<file path="src/rtl/fpu_pkg.sv">
// fpu_pkg: shared float32 type, exponent constants and divider state encoding.
//   float32_t : packed {sign, exp[7:0], man[22:0]}
//   BIAS, EXP_MAX, INF_MAG : exponent bias, saturation exponent, infinity magnitude
//   state_t   : divider FSM states IDLE/DIV/RND
package fpu_pkg;
    typedef struct packed {
        logic        sign;
        logic [7:0]  exp;
        logic [22:0] man;
    } float32_t;
    localparam int BIAS = 127;
    localparam int EXP_MAX = 255;
    localparam logic [30:0] INF_MAG = 31'h7F800000;
    typedef enum logic [1:0] {IDLE, DIV, RND} state_t;
endpackage

</file>
<file path="src/rtl/fdiv_iter_if.sv">
// fdiv_iter_if: start/result handshake bundle of the iterative divider.
//   start, x1, x2 : request and operands (master -> slave)
//   ready         : slave can accept a request
//   y, ovf, valid : result, overflow/div-by-zero flag, one-cycle result strobe
interface fdiv_iter_if;
    logic        start;
    logic [31:0] x1;
    logic [31:0] x2;
    logic        ready;
    logic [31:0] y;
    logic        ovf;
    logic        valid;
    modport master (output start, x1, x2, input ready, y, ovf, valid);
    modport slave (input start, x1, x2, output ready, y, ovf, valid);
endinterface

</file>
<file path="src/rtl/fdiv_round.sv">
// fdiv_round: normalise, round-to-nearest-even and pack the raw quotient.
//   s       : result sign
//   e       : unnormalised biased exponent e1 - e2 + BIAS (10-bit signed)
//   q       : raw quotient bits, q[QBITS-1] weighs 2^0
//   rem_nz  : final partial remainder is nonzero (feeds sticky)
//   x1_zero : dividend exponent is zero; x2_zero : divisor exponent is zero
//   y, ovf  : packed result and overflow/div-by-zero flag
module fdiv_round
    import fpu_pkg::*;
#(
    parameter int QBITS = 26
) (
    input  logic              s,
    input  logic signed [9:0] e,
    input  logic [QBITS-1:0]  q,
    input  logic              rem_nz,
    input  logic              x1_zero,
    input  logic              x2_zero,
    output logic [31:0]       y,
    output logic              ovf
);
    // Bits below the guard position; they shift by one when the quotient is < 1.
    localparam logic [QBITS-1:0] LOW_HI = {{25{1'b0}}, {(QBITS-25){1'b1}}};
    localparam logic [QBITS-1:0] LOW_LO = LOW_HI >> 1;
    localparam logic signed [9:0] EMAX = 10'(EXP_MAX);
    logic              top;
    logic [22:0]       frac;
    logic              guard;
    logic              sticky;
    logic              inc;
    logic [23:0]       fr;
    logic signed [9:0] ef;
    always_comb begin
        top    = q[QBITS-1];
        frac   = top ? q[QBITS-2 -: 23] : q[QBITS-3 -: 23];
        guard  = top ? q[QBITS-25] : q[QBITS-26];
        sticky = rem_nz | (|(q & (top ? LOW_HI : LOW_LO)));
        inc    = guard & (sticky | frac[0]);
        // A carry out of the fraction leaves it all-zero, i.e. mantissa 1.0.
        fr     = {1'b0, frac} + 24'(inc);
        ef     = e + (top ? 10'sd0 : -10'sd1) + (fr[23] ? 10'sd1 : 10'sd0);
        y      = x2_zero    ? {s, INF_MAG} :
                 x1_zero    ? {s, 31'b0} :
                 ef >= EMAX ? {s, INF_MAG} :
                 ef <= 10'sd0 ? {s, 31'b0} : {s, ef[7:0], fr[22:0]};
        ovf    = x2_zero | (~x1_zero & (ef >= EMAX));
    end
endmodule

</file>
<file path="src/rtl/fdiv_iter.sv">
// fdiv_iter: multi-cycle float32 divider y = x1 / x2, one quotient bit per clock.
//   clk, rst : clock and synchronous active-high reset
//   bus      : slave side of fdiv_iter_if (start/x1/x2 in, ready/y/ovf/valid out)
module fdiv_iter
    import fpu_pkg::*;
#(
    parameter int QBITS = 26
) (
    input  logic        clk,
    input  logic        rst,
    fdiv_iter_if.slave  bus
);
    localparam int CW = $clog2(QBITS + 1);
    float32_t          fx1;
    float32_t          fx2;
    state_t            state_q, state_d;
    logic              s_q, s_d;
    logic signed [9:0] e_q, e_d;
    logic              x1z_q, x1z_d;
    logic              x2z_q, x2z_d;
    logic [22:0]       m2_q, m2_d;
    logic [24:0]       rem_q, rem_d;
    logic [QBITS-1:0]  q_q, q_d;
    logic [CW-1:0]     count_q, count_d;
    logic [31:0]       y_q, y_d;
    logic              ovf_q, ovf_d;
    logic              valid_q, valid_d;
    logic [24:0]       dvs;
    logic              ge;
    logic [24:0]       diff;
    logic [31:0]       r_y;
    logic              r_ovf;

    fdiv_round #(.QBITS(QBITS)) u_round (
        .s       (s_q),
        .e       (e_q),
        .q       (q_q),
        .rem_nz  (|rem_q),
        .x1_zero (x1z_q),
        .x2_zero (x2z_q),
        .y       (r_y),
        .ovf     (r_ovf)
    );

    always_comb begin
        fx1     = bus.x1;
        fx2     = bus.x2;
        dvs     = {2'b01, m2_q};
        ge      = rem_q >= dvs;
        // Remainder stays below the divisor (< 2^24), so the shift never loses a bit.
        diff    = ge ? rem_q - dvs : rem_q;
        state_d = state_q;
        s_d     = s_q;
        e_d     = e_q;
        x1z_d   = x1z_q;
        x2z_d   = x2z_q;
        m2_d    = m2_q;
        rem_d   = rem_q;
        q_d     = q_q;
        count_d = count_q;
        y_d     = y_q;
        ovf_d   = ovf_q;
        valid_d = 1'b0;
        if (state_q == IDLE && bus.start) begin
            s_d     = fx1.sign ^ fx2.sign;
            e_d     = 10'(fx1.exp) - 10'(fx2.exp) + 10'(BIAS);
            x1z_d   = fx1.exp == 8'd0;
            x2z_d   = fx2.exp == 8'd0;
            m2_d    = fx2.man;
            rem_d   = {2'b01, fx1.man};
            q_d     = '0;
            count_d = '0;
            state_d = DIV;
        end else if (state_q == DIV) begin
            q_d     = {q_q[QBITS-2:0], ge};
            rem_d   = diff << 1;
            count_d = count_q + CW'(1);
            state_d = count_q == CW'(QBITS - 1) ? RND : DIV;
        end else if (state_q == RND) begin
            y_d     = r_y;
            ovf_d   = r_ovf;
            valid_d = 1'b1;
            state_d = IDLE;
        end
    end

    always_ff @(posedge clk) begin
        if (rst) begin
            state_q <= IDLE;
            s_q     <= 1'b0;
            e_q     <= '0;
            x1z_q   <= 1'b0;
            x2z_q   <= 1'b0;
            m2_q    <= '0;
            rem_q   <= '0;
            q_q     <= '0;
            count_q <= '0;
            y_q     <= '0;
            ovf_q   <= 1'b0;
            valid_q <= 1'b0;
        end else begin
            state_q <= state_d;
            s_q     <= s_d;
            e_q     <= e_d;
            x1z_q   <= x1z_d;
            x2z_q   <= x2z_d;
            m2_q    <= m2_d;
            rem_q   <= rem_d;
            q_q     <= q_d;
            count_q <= count_d;
            y_q     <= y_d;
            ovf_q   <= ovf_d;
            valid_q <= valid_d;
        end
    end

    assign bus.ready = state_q == IDLE && !rst;
    assign bus.y     = y_q;
    assign bus.ovf   = ovf_q;
    assign bus.valid = valid_q;
endmodule
</file>
<file path="src/flat_wrapper.sv">
// flat-port wrapper written by rule: the top's interface ports become plain ports
module fdiv_iter_flat import fpu_pkg::*;
#(
    parameter int QBITS = 26
)
  (clk, rst, bus_start, bus_x1, bus_x2, bus_ready, bus_y, bus_ovf, bus_valid);
  fdiv_iter_if bus_i ();
  input  logic clk;
  input  logic rst;
  input wire logic [$bits(bus_i.start)-1:0] bus_start;
  input wire logic [$bits(bus_i.x1)-1:0] bus_x1;
  input wire logic [$bits(bus_i.x2)-1:0] bus_x2;
  output wire logic [$bits(bus_i.ready)-1:0] bus_ready;
  output wire logic [$bits(bus_i.y)-1:0] bus_y;
  output wire logic [$bits(bus_i.ovf)-1:0] bus_ovf;
  output wire logic [$bits(bus_i.valid)-1:0] bus_valid;
  assign bus_i.start = bus_start;
  assign bus_i.x1 = bus_x1;
  assign bus_i.x2 = bus_x2;
  assign bus_ready = bus_i.ready;
  assign bus_y = bus_i.y;
  assign bus_ovf = bus_i.ovf;
  assign bus_valid = bus_i.valid;
  fdiv_iter #(.QBITS(QBITS)) u_core (.clk(clk), .rst(rst), .bus(bus_i));
endmodule
</file>
<file path="config.mk">
export PLATFORM = sky130hd
export DESIGN_NAME = fdiv_iter_flat
export DESIGN_NICKNAME = d
export VERILOG_FILES = /design/src/rtl/fpu_pkg.sv /design/src/rtl/fdiv_iter_if.sv /design/src/rtl/fdiv_round.sv /design/src/rtl/fdiv_iter.sv /design/src/flat_wrapper.sv
export SDC_FILE = /design/constraint.sdc
export NUM_CORES = 1
export LEC_CHECK = 0
export ABC_AREA = 1
export BUFFER_PORTS_ARGS = -buffer_cell sky130_fd_sc_hd__buf_2
export CORE_MARGIN = 3
export CORE_UTILIZATION = 64
export CTS_CLUSTER_DIAMETER = 80
export DETAILED_ROUTE_END_ITERATION = 6
export GPL_ROUTABILITY_DRIVEN = 0
export HOLD_SLACK_MARGIN = 0.15
export MAX_ROUTING_LAYER = met4
export PLACE_DENSITY = 0.9
export SETUP_SLACK_MARGIN = 0.1
export SLEW_MARGIN = 0
export SYNTH_ARGS = -nofsm -noshare
export SYNTH_HDL_FRONTEND = slang
export SYNTH_SLANG_ARGS = --single-unit
</file>
<file path="constraint.sdc">
create_clock -name clk -period 7.8 [get_ports clk]
set_clock_uncertainty 0.05 [all_clocks]
set_input_delay 0.39 -clock clk [delete_from_list [all_inputs] [get_ports clk]]
set_output_delay 0.39 -clock clk [all_outputs]
set_load 0.01 [all_outputs]
</file>
==> run summary, run 1 <==
The flow ran to the end, but the final reports show violations. The final reports fail on design-rule violations. Static timing analysis puts the maximum clock frequency at 227.1 MHz. During synthesis, Yosys emitted a total of 0 warnings. The worst setup path is launched from a flop. Setup violations remaining at the end of the flow were counted as 0. The share of synthesized registers carrying an async set or reset came out at 0%. The path depth of the worst reg2reg path came out at 27. The first element of the critical path is u_core.q_q[25]$_SDFFE_PP0P_. The clock latency reported for the late side of the worst-skew pair came out at 0.44 ns. Global routing used 52.61% of the available met2 tracks.

The die is between 100 and 150 um wide. The number of search-and-repair iterations in the first detailed-routing pass came out at 7. The H-tree depth came out at 4. The data arrival time of the critical path is approximately 4.7 ns. IR analysis of the VDD net gives a maximum drop of ~0.18 mV. The design area is 10320 um2. Global routing used under 10% of the available met3 tracks. The buffer levels on the longest clock path came out at 2. The number of slew-limit violations in the final report came out at 0. The post-place setup slack is around 3.5 ns. The number of setup buffers added after CTS is 0.

The cell chosen for the clock root is sky130_fd_sc_hd__clkbuf_16. The final-layout setup total negative slack came out at 0 ns. The distinct cell type count after synthesis is 47. The number of enable-type register cells in the synthesized netlist is 0. The worst hold slack after final layout came out at 0.2219 ns. The summed instance area of the synthesized netlist came out at ~9000 um2. The number of global-route vias before repair came out at between 9000 and 10000. The synthesized netlist net count came out at approximately 1500.

The number of antenna repair diodes came out at 0. The most used flip-flop cell after synthesis is sky130_fd_sc_hd__dfxtp_1. TritonCTS created 17 clock buffers. The count of boundary I/O pins came out at about 100. The number of antenna violations at the first check in global routing is 0.

The worst hold path was traced through 3 stages. The post-cts repair resize count is 0. The overall via count from detail_route came out at 9773.

Once placement finished, the instance area stood at ~9500 um2. Leaving out fill and tap cells, the most frequent cells in the layout are sky130_fd_sc_hd__nand2_1 (383), sky130_fd_sc_hd__inv_1 (235), sky130_fd_sc_hd__dfxtp_1 (128). The total of hold buffers inserted after clock tree synthesis came out at 28. met2 is the most crowded layer. The area growth from synthesis to layout came out at 15.32%. In this run the most critical hold path is launched from bus_x1[31]. The endpoint required time on the critical path is 8.11 ns. The number of I/O port buffers came out at between 100 and 150. The fraction of layout instances using a drive strength above 1 came out at around a tenth. The tool flagged a number of max-cap violations equal to 0. The global routing met1 resource utilization came out at roughly two fifths. The post-route fraction of the period consumed by the critical path came out at 56.46%. The floorplan die height came out at 124.3 um. The worst register-to-register path begins at u_core.q_q[25]$_SDFFE_PP0P_.

After clock tree synthesis, the clock-pin slew on the worst setup and hold paths is 0.06 ns. The floorplan has 42 rows. For this run, the total global-route usage over all layers was measured as 32.76%. The total DRC errors in the routed layout came out at 1. The final net count came out at 1654. The number of standard cells after synthesis is 1431. The flip-flop and latch count after synthesis is ~130.

Across all setup checks in the final design, the least slack found is around 3.4 ns. The filler cell count in the final layout came out at between 1000 and 1500. At the pin with the least slew margin, the transition time is 1.072 ns. After global routing the overflow that remains totals 0. The placeable core region came out at ~13000 um2.

Dividing the detail-routed wire length by the instance count gives between 10 and 15 um. The leakage power came out at roughly 4.9 nW. The wire length of the first global-routing pass came out at between 40000 and 50000 um. The min-delay analysis places its worst path in the category in2reg. The count of nets left with antenna violations once routing finished came out at 0.

Setup repair after global routing left no endpoint under its margin. The class of the most critical setup path is reg2reg. In this run the worst path has a maximum fanout of 42.

The hold violation count in the final report is 0. The routed design could run at a clock period as short as 4.404 ns. After the first detailed-routing iteration, the DRC count stood at 1131. The max-slew headroom at the worst pin came out at approximately 28%. The detailed-route wire length came out at about 25000 um.

The mean instance size in the synthesized netlist came out at 6.257 um2. The floorplan step defined a die boundary enclosing 15450 um2. STA classifies the critical path endpoint as a flop. The half-perimeter wire length of the detailed placement result is 17090 um.

The maximum number of pins on one net before global-route repair came out at 58. The number of vias per cell after detailed routing came out at 5.662. The initial core utilization is between 60% and 70%. The most common library cell in the layout ignoring fill and taps is sky130_fd_sc_hd__nand2_1. The share of synthesized area occupied by flip-flops and latches is about 29%. The overall power is about 0.0022 W. Dividing total power by cell area gives a power density of 211.1 nW/um2. The clock net in this run drives a total of 128 sinks.

TritonCTS built the clock tree.
-- cell usage after synthesis, types with 4 or more instances --
library cell	instances	area share, %
sky130_fd_sc_hd__a21oi_1	126	7.0
sky130_fd_sc_hd__buf_6	4	0.50
sky130_fd_sc_hd__clkbuf_1	34	1.4
sky130_fd_sc_hd__dfxtp_1	128	29
sky130_fd_sc_hd__fa_1	4	0.89
sky130_fd_sc_hd__ha_1	46	6.4
sky130_fd_sc_hd__inv_1	235	9.9
sky130_fd_sc_hd__inv_2	4	0.17
sky130_fd_sc_hd__nand2_1	383	16
sky130_fd_sc_hd__nand2_2	5	0.35
sky130_fd_sc_hd__nand3_1	106	5.9
sky130_fd_sc_hd__nand3b_1	6	0.50
sky130_fd_sc_hd__nand4_1	53	3.7
sky130_fd_sc_hd__nor2_1	91	3.8
sky130_fd_sc_hd__nor2_2	6	0.42
sky130_fd_sc_hd__nor3_1	15	0.84
sky130_fd_sc_hd__nor4_1	5	0.35
sky130_fd_sc_hd__o211ai_1	6	0.50
sky130_fd_sc_hd__o21ai_0	83	4.6
sky130_fd_sc_hd__o21ai_1	7	0.39
sky130_fd_sc_hd__o21ai_2	4	0.39
sky130_fd_sc_hd__o21bai_1	6	0.50
sky130_fd_sc_hd__xnor2_1	17	1.7
sky130_fd_sc_hd__xor2_1	18	1.8
-- through the flow --
stage                     util [%]  instances
after global routing         76.75       1726
after detailed placement     70.52       1666
after global placement       70.52       1666
after CTS                    76.75       1726
final                        76.75       1726
after floorplan                  -       1431
-- state kept, by name, indices dropped and copies added (netlist names) --
name              count
u_core.bus.valid      1
u_core.rem_q         25
u_core.q_q           26
u_core.s_q            1
u_core.count_q        5
u_core.bus.y         32
u_core.state_q        2
u_core.e_q           10
u_core.x2z_q          1
u_core.bus.ovf        1
u_core.x1z_q          1
u_core.m2_q          23
-- where the power goes --
part	switching, W	leakage, nW	internal [W]
sequential	0.0000180	1.04	0.000685
clock	0.000312	0.277	0.000446
combinational	0.000478	3.57	0.000242
total	0.000808	4.89	0.00137
-- worst paths after layout --
path	end	slack, ns
max reg2reg	u_core.bus.y[1]$_SDFFE_PP0P_	3.40
min	u_core.s_q$_SDFFE_PP0P_	0.22
max	u_core.bus.y[1]$_SDFFE_PP0P_	3.40
min reg2reg	u_core.bus.y[7]$_SDFFE_PP0P_	0.41
-- routing by layer --
layer	wire length (um)	up-vias
met1	10350	4416
li1	-	4838
met2	11620	433
met3	1805	86
met5	0	-
met4	886	0
-- layout make-up --
| type | count | area, um2 | area share [%] |
|---|---|---|---|
| clock inverters | 13 | 115.1 | 1.115 |
| well taps | 176 | 220.2 | 2.133 |
| inverters | 241 | 904.6 | 8.762 |
| clock buffers | 19 | 442.9 | 4.290 |
| flip-flops and latches | 128 | 2562 | 24.82 |
| multi-input cells | 1015 | 5256 | 50.91 |
| repair buffers | 134 | 823.3 | 7.974 |
-- worst max-delay path, cell delays in order (launching register included) --
cell,delay [ns]
sky130_fd_sc_hd__dfxtp_1,0.34
sky130_fd_sc_hd__buf_4,0.36
sky130_fd_sc_hd__nand2_1,0.12
sky130_fd_sc_hd__o21ai_2,0.11
sky130_fd_sc_hd__nand2_1,0.09
sky130_fd_sc_hd__nor2_1,0.15
sky130_fd_sc_hd__nand2_1,0.12
sky130_fd_sc_hd__nor2_4,0.13
sky130_fd_sc_hd__nand2_2,0.09
sky130_fd_sc_hd__nor4_2,0.16
sky130_fd_sc_hd__nand3_1,0.12
sky130_fd_sc_hd__nor3_2,0.20
sky130_fd_sc_hd__fa_1,0.28
sky130_fd_sc_hd__inv_1,0.07
sky130_fd_sc_hd__fa_1,0.38
sky130_fd_sc_hd__inv_1,0.10
sky130_fd_sc_hd__nand3_1,0.09
sky130_fd_sc_hd__nand2_1,0.10
sky130_fd_sc_hd__nand2_1,0.08
sky130_fd_sc_hd__nand2_1,0.07
sky130_fd_sc_hd__nand2_1,0.05
sky130_fd_sc_hd__nand2_1,0.07
sky130_fd_sc_hd__inv_1,0.08
sky130_fd_sc_hd__nand3_1,0.09
sky130_fd_sc_hd__nor2_1,0.06
sky130_fd_sc_hd__nor2_2,0.40
sky130_fd_sc_hd__nand3_1,0.18
sky130_fd_sc_hd__a21oi_1,0.16
-- cells by family after synthesis --
kind of cell / Yosys count / share of synthesized area (%)
flip-flops: 128 / 28.62
AND/OR/NAND/NOR: 678 / 32.74
adder cells (fa/ha/maj): 50 / 7.323
buffers and inverters: 288 / 12.70
XOR/XNOR: 35 / 3.424
AO/OA/AOI/OAI: 252 / 15.19
(Power assumes the default switching activity.)
==> run 2, diff against run 1 <==
Settings changed: CORE_UTILIZATION 64 to 60, PLACE_DENSITY 0.9 to 0.86.
Clock period 7.8 ns to 4.45 ns, I/O delays scaled along.
==> run 2 against run 1 <==
  * The run now ends clean
  * Non-clock buffer count increased by 34
  * Worst hold slack got worse by 0.056 ns
  * Critical path depth unchanged
  * Die area increased by 6.3%
  * Critical path type unchanged
  * Largest power group unchanged
==> run summary, run 2 (synthesized netlist as in run 1, its figures left out) <==
The total congestion overflow after global routing came out at 0 (unchanged). The first element of the critical path is u_core.q_q[25]$_SDFFE_PP0P_. Setup repair after global routing left no endpoint under its margin. The clock latency reported for the late side of the worst-skew pair is 0.44 ns (about the same).

The achievable frequency came out at 237.8 MHz (+4.7%). The largest stage delay on the critical path came out at 0.37 ns (-0.03 ns). The number of I/O port buffers came to 101 (unchanged). The number of violations of the max-capacitance limit was 0 (unchanged). The path class of the tightest hold or removal check is in2reg. The buffer levels on the longest clock path is 2 (unchanged).

The wire length of the first global-routing pass is 42430 um (+1.2%). The clock-pin slew on the worst setup and hold paths was 0.06 ns (about the same). The number of buffers created by CTS came out at 17 (unchanged).

The number of slew-limit violations in the final report is 0 (unchanged). The design area is 10820 um2 (+4.8%). The hold violation count in the final report was 0 (unchanged).

The source of the worst register-to-register timing path is u_core.q_q[25]$_SDFFE_PP0P_. The kind of end point of the critical path is a flop. The max-slew headroom at the worst pin is 29.62% (+1.2 points). The placed instance count came out at 1681 (+0.90%). The total clock sinks came out at 128 (unchanged). The fraction of layout instances using a drive strength above 1 is 12.50% (+1.9 points). The class of the most critical setup path is reg2reg. STA classifies the critical path startpoint as a flop. The count of final setup violators is 0 (unchanged). The detailed-route wire length is 25640 um (+3.9%). The total DRC errors in the routed layout is 0 (-1). The endpoint required time on the critical path was 4.76 ns (-3.35 ns). The H-tree depth is 4 (unchanged). The post-layout minimum cycle time is 4.206 ns (-0.1978 ns). The initial core utilization came out at 61.37% (-5.2 points). The worst register-to-register path ends at u_core.bus.y[6]$_SDFFE_PP0P_. The flip-flop count of the largest register after layout is 32 (unchanged).

The die outline area is 16430 um2 (+6.3%). The half-perimeter wire length of the detailed placement result is 17330 um (+1.4%). The post-route fraction of the period consumed by the critical path is 94.51% (+38 points). The worst hold slack after final layout is 0.1655 ns (-0.05640 ns). The maximum number of pins on one net before global-route repair is 56 (-3.4%). The final net count was 1688 (+2.1%). The path depth of the worst reg2reg path was 27 (unchanged). The number of antenna repair diodes came out at 0 (unchanged). The run finished with clean final reports.

Following the worst setup path forward leads to its endpoint at u_core.bus.y[6]$_SDFFE_PP0P_. The actual slew at the worst max-slew pin is 1.052 ns (-0.02027 ns). The leakage power came out at 5.107 nW (+4.4%). The number of global-route vias before repair was 9356 (+2.1%). The wire length per cell was 14.50 um (+1.4%). The placeable core region came out at 14590 um2 (+8.4%). The die width is 128.2 um (+3.1%). The overall via count from detail_route was 9978 (+2.1%).

The most common library cell in the layout ignoring fill and taps is sky130_fd_sc_hd__nand2_1. The final-layout setup total negative slack came out at 0 ns (unchanged). The critical-path cell with the highest stage delay is sky130_fd_sc_hd__dfxtp_4. The total global routing track utilization is 31.97% (-0.78 points). The non-filler instance count after layout is 1768 (+2.4%). The maximum fanout along the worst path is 18 (-57%). The maximum vdd drop is 0.3437 mV (+90%).

The row count came to 44 (+4.8%). The floorplan die height is 128.2 um (+3.1%). In the layout the commonest cells are sky130_fd_sc_hd__nand2_1 (374), sky130_fd_sc_hd__inv_1 (233), sky130_fd_sc_hd__dfxtp_1 (127). The overall power is 0.003999 W (+83%). The number of nets with antenna violations after detailed routing came to 0 (unchanged).

The instance area at placement is 9559 um2 (+0.76%). The number of antenna violations at the first check in global routing came to 0 (unchanged). The number of search-and-repair iterations in the first detailed-routing pass came to 6 (-1). From synthesis to final layout, the design area changed by 20.89%. The number of vias per cell after detailed routing is 5.644 (-0.33%). The reg2reg setup slack came out at 0.24 ns (-3.15 ns). The count of boundary I/O pins is 102 (unchanged).

The tree is rooted in a sky130_fd_sc_hd__clkbuf_16. The CTS tree is done. The power per unit of standard cell area is 369.5 nW/um2 (+75%). The number of DRC markers after the initial detailed-route iteration is 1067 (-5.7%). The data arrival time of the critical path came out at 4.52 ns (-0.19 ns).
run 2: final cells by class:
| class | instances | area, um2 |
|---|---|---|
| Inverter | 241 | 909.6 |
| Sequential cell | 128 | 2566 |
| Timing Repair Buffer | 168 | 1174 |
| Tap cell | 184 | 230.2 |
| Clock inverter | 15 | 176.4 |
| Fill cell | 1102 | 3765 |
| Multi-Input combinational cell | 1015 | 5343 |
| Clock buffer | 17 | 425.4 |
run 2: stage by stage:
step | utilization [%] | worst slack, ns
after global routing | 74.19 | 0.02201
after floorplan | - | 0.8657
after detailed placement | 65.52 | 0.2292
after CTS | 73.01 | 0.1172
after global placement | 65.52 | 0.4000
final | 74.19 | 0.2442
run 2: per-layer routing:
layer | routed length, um | up-vias | GRT usage [%]
met4 | 817 | 0 | 12.80
met2 | 12480 | 455 | 53.88
met5 | 0 | - | -
met3 | 1869 | 88 | 6.292
met1 | 10470 | 4536 | 37.47
li1 | - | 4899 | -
run 2: worst min-delay path by stage:
stage	start	endpoint	slack, ns	cells after the start
2_1_floorplan	bus_x1[30]	u_core.x1z_q$_SDFFE_PP0P_	0.27	1
3_3_place_gp	bus_x2[15]	u_core.m2_q[15]$_SDFFE_PP0P_	0.37	3
3_5_place_dp	bus_x2[9]	u_core.m2_q[9]$_SDFFE_PP0P_	0.38	3
4_1_cts	bus_x1[22]	u_core.rem_q[22]$_SDFFE_PP0P_	0.16	5
5_1_grt	bus_start	u_core.e_q[2]$_SDFFE_PP0P_	0.17	4
6_report	bus_start	u_core.e_q[2]$_SDFFE_PP0P_	0.17	4
run 2: timing repair:
item | 4_1_cts | 5_1_grt
resized for setup | 0 | 30
hold endpoints to repair | 46 | 0
setup endpoints to repair | 0 | 31
buffers inserted | 0 | 5
hold buffers | 49 | 0
run 2: power by group:
group	switching, W	total (W)	internal (W)
sequential	0.0000296	0.00123	0.00120
combinational	0.000867	0.00133	0.000467
clock	0.000593	0.00144	0.000844
run 2: critical path, delay by kind of cell (launching register included):
| kind | cells | cell delay, ns |
|---|---|---|
| adders and majority gates | 2 | 0.62 |
| DFF | 1 | 0.37 |
| and+or+nand+nor | 19 | 2.43 |
| buffers and inverters | 5 | 0.53 |
| AOI/OAI and AO/OA | 1 | 0.14 |
==> run 3, diff against run 2 <==
Settings changed: ABC_AREA 1 to unset, CORE_UTILIZATION 60 to 59, PLACE_DENSITY 0.86 to 0.85.
==> run 3 against run 2 <==
  * Setup slack got worse by 0.086 ns
  * Combinational power is 20% lower
  * Global-route usage fell by 2.2 points
  * Count of clock-buffer cells in the layout did not move
  * Routed wire length is 15% lower
  * Sequential power barely moved
  * Sequential cell count unchanged
  * Register-to-register slack worse by 0.09 ns
==> run summary, run 3 <==
The run finished with clean final reports. The number of slew-limit violations in the final report came out at 0 (unchanged). STA classifies the critical path endpoint as a flop. The H-tree depth came to 4 (unchanged). The top cell types in the final layout, fill and taps aside, are sky130_fd_sc_hd__nand2_1 (127), sky130_fd_sc_hd__dfxtp_1 (126), sky130_fd_sc_hd__buf_2 (101).

The number of I/O port buffers is 101 (unchanged). The share of the synthesized area in the top cell type is 32.06% (+3.4 points). The total global routing track utilization came out at 29.74% (-2.2 points). The share of synthesized area occupied by flip-flops and latches came out at 32.06% (+3.4 points). The number of standard cells after synthesis is 1012 (-29%). The actual slew at the worst max-slew pin came to 0.6972 ns (-0.3546 ns).

The die outline area was 14980 um2 (-8.8%). The achievable frequency came out at 233.0 MHz (-2.0%). The sequential cell area is 2567 um2 (about the same). The number of buffers created by CTS is 17 (unchanged).

By area the synthesized netlist is led by sky130_fd_sc_hd__dfxtp_1 (32%), sky130_fd_sc_hd__ha_1 (7.2%), sky130_fd_sc_hd__nand2_1 (6.0%). The row count is 41 (-6.8%). The flip-flop and latch count after synthesis is 128 (unchanged). The hold violation count in the final report came to 0 (unchanged). The data arrival time of the critical path is 4.55 ns (+0.03 ns). The tightest min-delay check is of the in2reg type.

Among all flip-flop cells after synthesis, the most frequent one is sky130_fd_sc_hd__dfxtp_1. The maximum fanout along the worst path is 7 (-11). The number of search-and-repair iterations in the first detailed-routing pass came to 5 (-1). The leakage power is 4.137 nW (-19%). The count of boundary I/O pins is 102 (unchanged). The number of enable-type register cells in the synthesized netlist came out at 0 (unchanged). The maximum number of pins on one net before global-route repair is 56 (unchanged). The total clock sinks came out at 128 (unchanged). The half-perimeter wire length of the detailed placement result was 14200 um (-18%). The final net count came out at 1269 (-25%). The number of antenna violations at the first check in global routing came out at 0 (unchanged). The filler cell count in the final layout is 900 (-18%).

Setup repair after global routing left no endpoint under its margin. The buffer levels on the longest clock path came to 2 (unchanged). The final-layout setup total negative slack came out at 0 ns (unchanged).

The number of antenna repair diodes came out at 0 (unchanged). After synthesis, the most frequently instantiated cells are sky130_fd_sc_hd__dfxtp_1 (128), sky130_fd_sc_hd__nand2_1 (128), sky130_fd_sc_hd__a21oi_1 (94). The worst hold slack after final layout came to 0.2085 ns (+0.04299 ns). The number of global-route vias before repair came out at 7540 (-19%). The fraction of layout instances using a drive strength above 1 is 16.31% (+3.8 points). The synthesis warning total is 0 (unchanged). The overall via count from detail_route was 8105 (-19%). The number of DRC markers after the initial detailed-route iteration is 876 (-18%). The power per unit of standard cell area is 374.2 nW/um2 (+1.3%). STA classifies the critical path startpoint as a flop.

TritonCTS built the clock tree. The post-layout minimum cycle time came out at 4.292 ns (+0.08634 ns). The clock-pin slew on the worst setup and hold paths came out at 0.06 ns (about the same). The floorplan die height is 122.4 um (-4.5%). The number of nets with antenna violations after detailed routing is 0 (unchanged).

The wire length per cell is 16.31 um (+13%). The area growth from synthesis to layout is 23.45%. The overall power came out at 0.003692 W (-7.7%). The mean instance size in the synthesized netlist came out at 7.898 um2 (+26%).

The synthesized netlist net count was 1129 (-27%). The post-route fraction of the period consumed by the critical path is 96.45% (+1.9 points). The wire length of the first global-routing pass is 35060 um (-17%).

The share of synthesized registers carrying an async set or reset came out at 0% (unchanged). The placed instance count came out at 1244 (-26%). The distinct cell type count after synthesis was 67 (+43%). The total DRC errors in the routed layout is 0 (unchanged). The count of final setup violators was 0 (unchanged). The maximum vdd drop is 0.2782 mV (-19%).

The die width is 122.4 um (-4.5%). The tree is rooted in a sky130_fd_sc_hd__clkbuf_16. The initial core utilization came out at 61.83% (+0.46 points). The max-slew headroom at the worst pin is 52.91% (+23 points).

The library cell used most frequently in the layout, excluding fill and tap cells, is sky130_fd_sc_hd__nand2_1. The endpoint required time on the critical path is 4.71 ns (-0.05 ns). The clock latency reported for the late side of the worst-skew pair came out at 0.43 ns (about the same). The detailed-route wire length was 21810 um (-15%). The number of vias per cell after detailed routing came to 6.062 (+7.4%). The number of violations of the max-capacitance limit is 0 (unchanged). The multi-input gate area in the final layout is 5049 um2 (-5.5%). The non-filler instance count after layout came to 1337 (-24%).

The flip-flop count of the largest register after layout is 32 (unchanged). The summed instance area of the synthesized netlist came to 7993 um2 (-11%). The total congestion overflow after global routing came to 0 (unchanged). The placeable core region came out at 12930 um2 (-11%). The cell taking the most area after synthesis is sky130_fd_sc_hd__dfxtp_1. The setup path with the least slack is of type reg2reg.
## run 3: cell types whose count changed after synthesis, moves of 23 or more
cell,before,now
sky130_fd_sc_hd__nand2_1,383,128
sky130_fd_sc_hd__inv_1,235,51
sky130_fd_sc_hd__nand3_1,106,15
sky130_fd_sc_hd__mux2i_1,0,38
sky130_fd_sc_hd__a21oi_1,126,94
sky130_fd_sc_hd__a211oi_1,1,24
sky130_fd_sc_hd__nand4_1,53,13
sky130_fd_sc_hd__o21ai_0,83,48
## run 3: per-layer routing
layer	part of all wire, %	wire length (um)	vias to the layer above	global-route usage [%]
met5	0	0	-	-
met4	3.6	784	0	12.18
met3	8.1	1757	73	6.359
met2	45	9906	405	46.55
met1	43	9362	3729	37.51
li1	-	-	3898	-
## run 3: final timing paths
check | startpoint | end | slack, ns | cells after the start
worst min-delay path | rst | u_core.state_q[0]$_SDFFE_PP0P_ | 0.21 | 2
worst max register to register | u_core.q_q[7]$_SDFFE_PP0P_ | u_core.bus.y[16]$_SDFFE_PP0P_ | 0.16 | 17
worst max-delay path | u_core.q_q[7]$_SDFFE_PP0P_ | u_core.bus.y[16]$_SDFFE_PP0P_ | 0.16 | 17
worst min register to register | u_core.m2_q[17]$_SDFFE_PP0P_ | u_core.m2_q[17]$_SDFFE_PP0P_ | 0.41 | 2
## run 3: cell families (layout without fill, tap and decap cells)
kind of cell | after synthesis | count (layout) | share of synthesized area [%]
fa+ha+maj | 50 | 50 | 8.203
mux | 39 | 39 | 4.900
compound gates | 281 | 281 | 22.78
xor+xnor | 54 | 54 | 5.917
buf+inv | 114 | 265 | 5.964
flops | 128 | 128 | 32.06
simple gates | 346 | 348 | 20.18
## run 3: power by group
group / switching [W] / internal, W
logic: 0.000606 / 0.000452
registers: 0.0000558 / 0.00120
clock network: 0.000549 / 0.000828
## run 3: per-stage QoR
stage	worst slack (ns)	utilization, %	cell area (um2)
3_3_place_gp	0.1194	66.58	8607
5_1_grt	0.008380	76.33	9867
2_1_floorplan	0.3250	-	7993
4_1_cts	0.2027	75.36	9742
3_5_place_dp	-0.08393	66.58	8607
6_report	0.1579	76.33	9867
## run 3: cell type report
class / instances / area share, %
Sequential cell: 128 / 26.02
Timing Repair Buffer: 181 / 12.71
Multi-Input combinational cell: 772 / 51.17
Clock buffer: 17 / 4.311
Clock inverter: 15 / 1.636
Tap cell: 172 / 2.181
Inverter: 52 / 1.978
## run 3: worst max-delay path: stages, from the launching register on
cell and delay, ns:
sky130_fd_sc_hd__dfxtp_1 0.43, sky130_fd_sc_hd__nor2b_2 0.27, sky130_fd_sc_hd__a21o_1 0.12, sky130_fd_sc_hd__and3_1 0.23, sky130_fd_sc_hd__and3_4 0.21, sky130_fd_sc_hd__nand2_2 0.08
sky130_fd_sc_hd__nor3_4 0.16, sky130_fd_sc_hd__fa_2 0.24, sky130_fd_sc_hd__inv_1 0.06, sky130_fd_sc_hd__fa_2 0.55, sky130_fd_sc_hd__inv_1 0.05, sky130_fd_sc_hd__or3_1 0.36
sky130_fd_sc_hd__or3_1 0.35, sky130_fd_sc_hd__nor4_2 0.31, sky130_fd_sc_hd__nor3_2 0.08, sky130_fd_sc_hd__buf_4 0.16, sky130_fd_sc_hd__and3_4 0.22, sky130_fd_sc_hd__a32o_1 0.23
## run 3: repair_timing
action	4_1_cts	5_1_grt
gates cloned	0	2
setup buffers	0	5
pin swaps	0	7
endpoints found under the hold margin	49	0
resized for setup	3	18
hold buffers	54	0
setup endpoints to repair	23	23
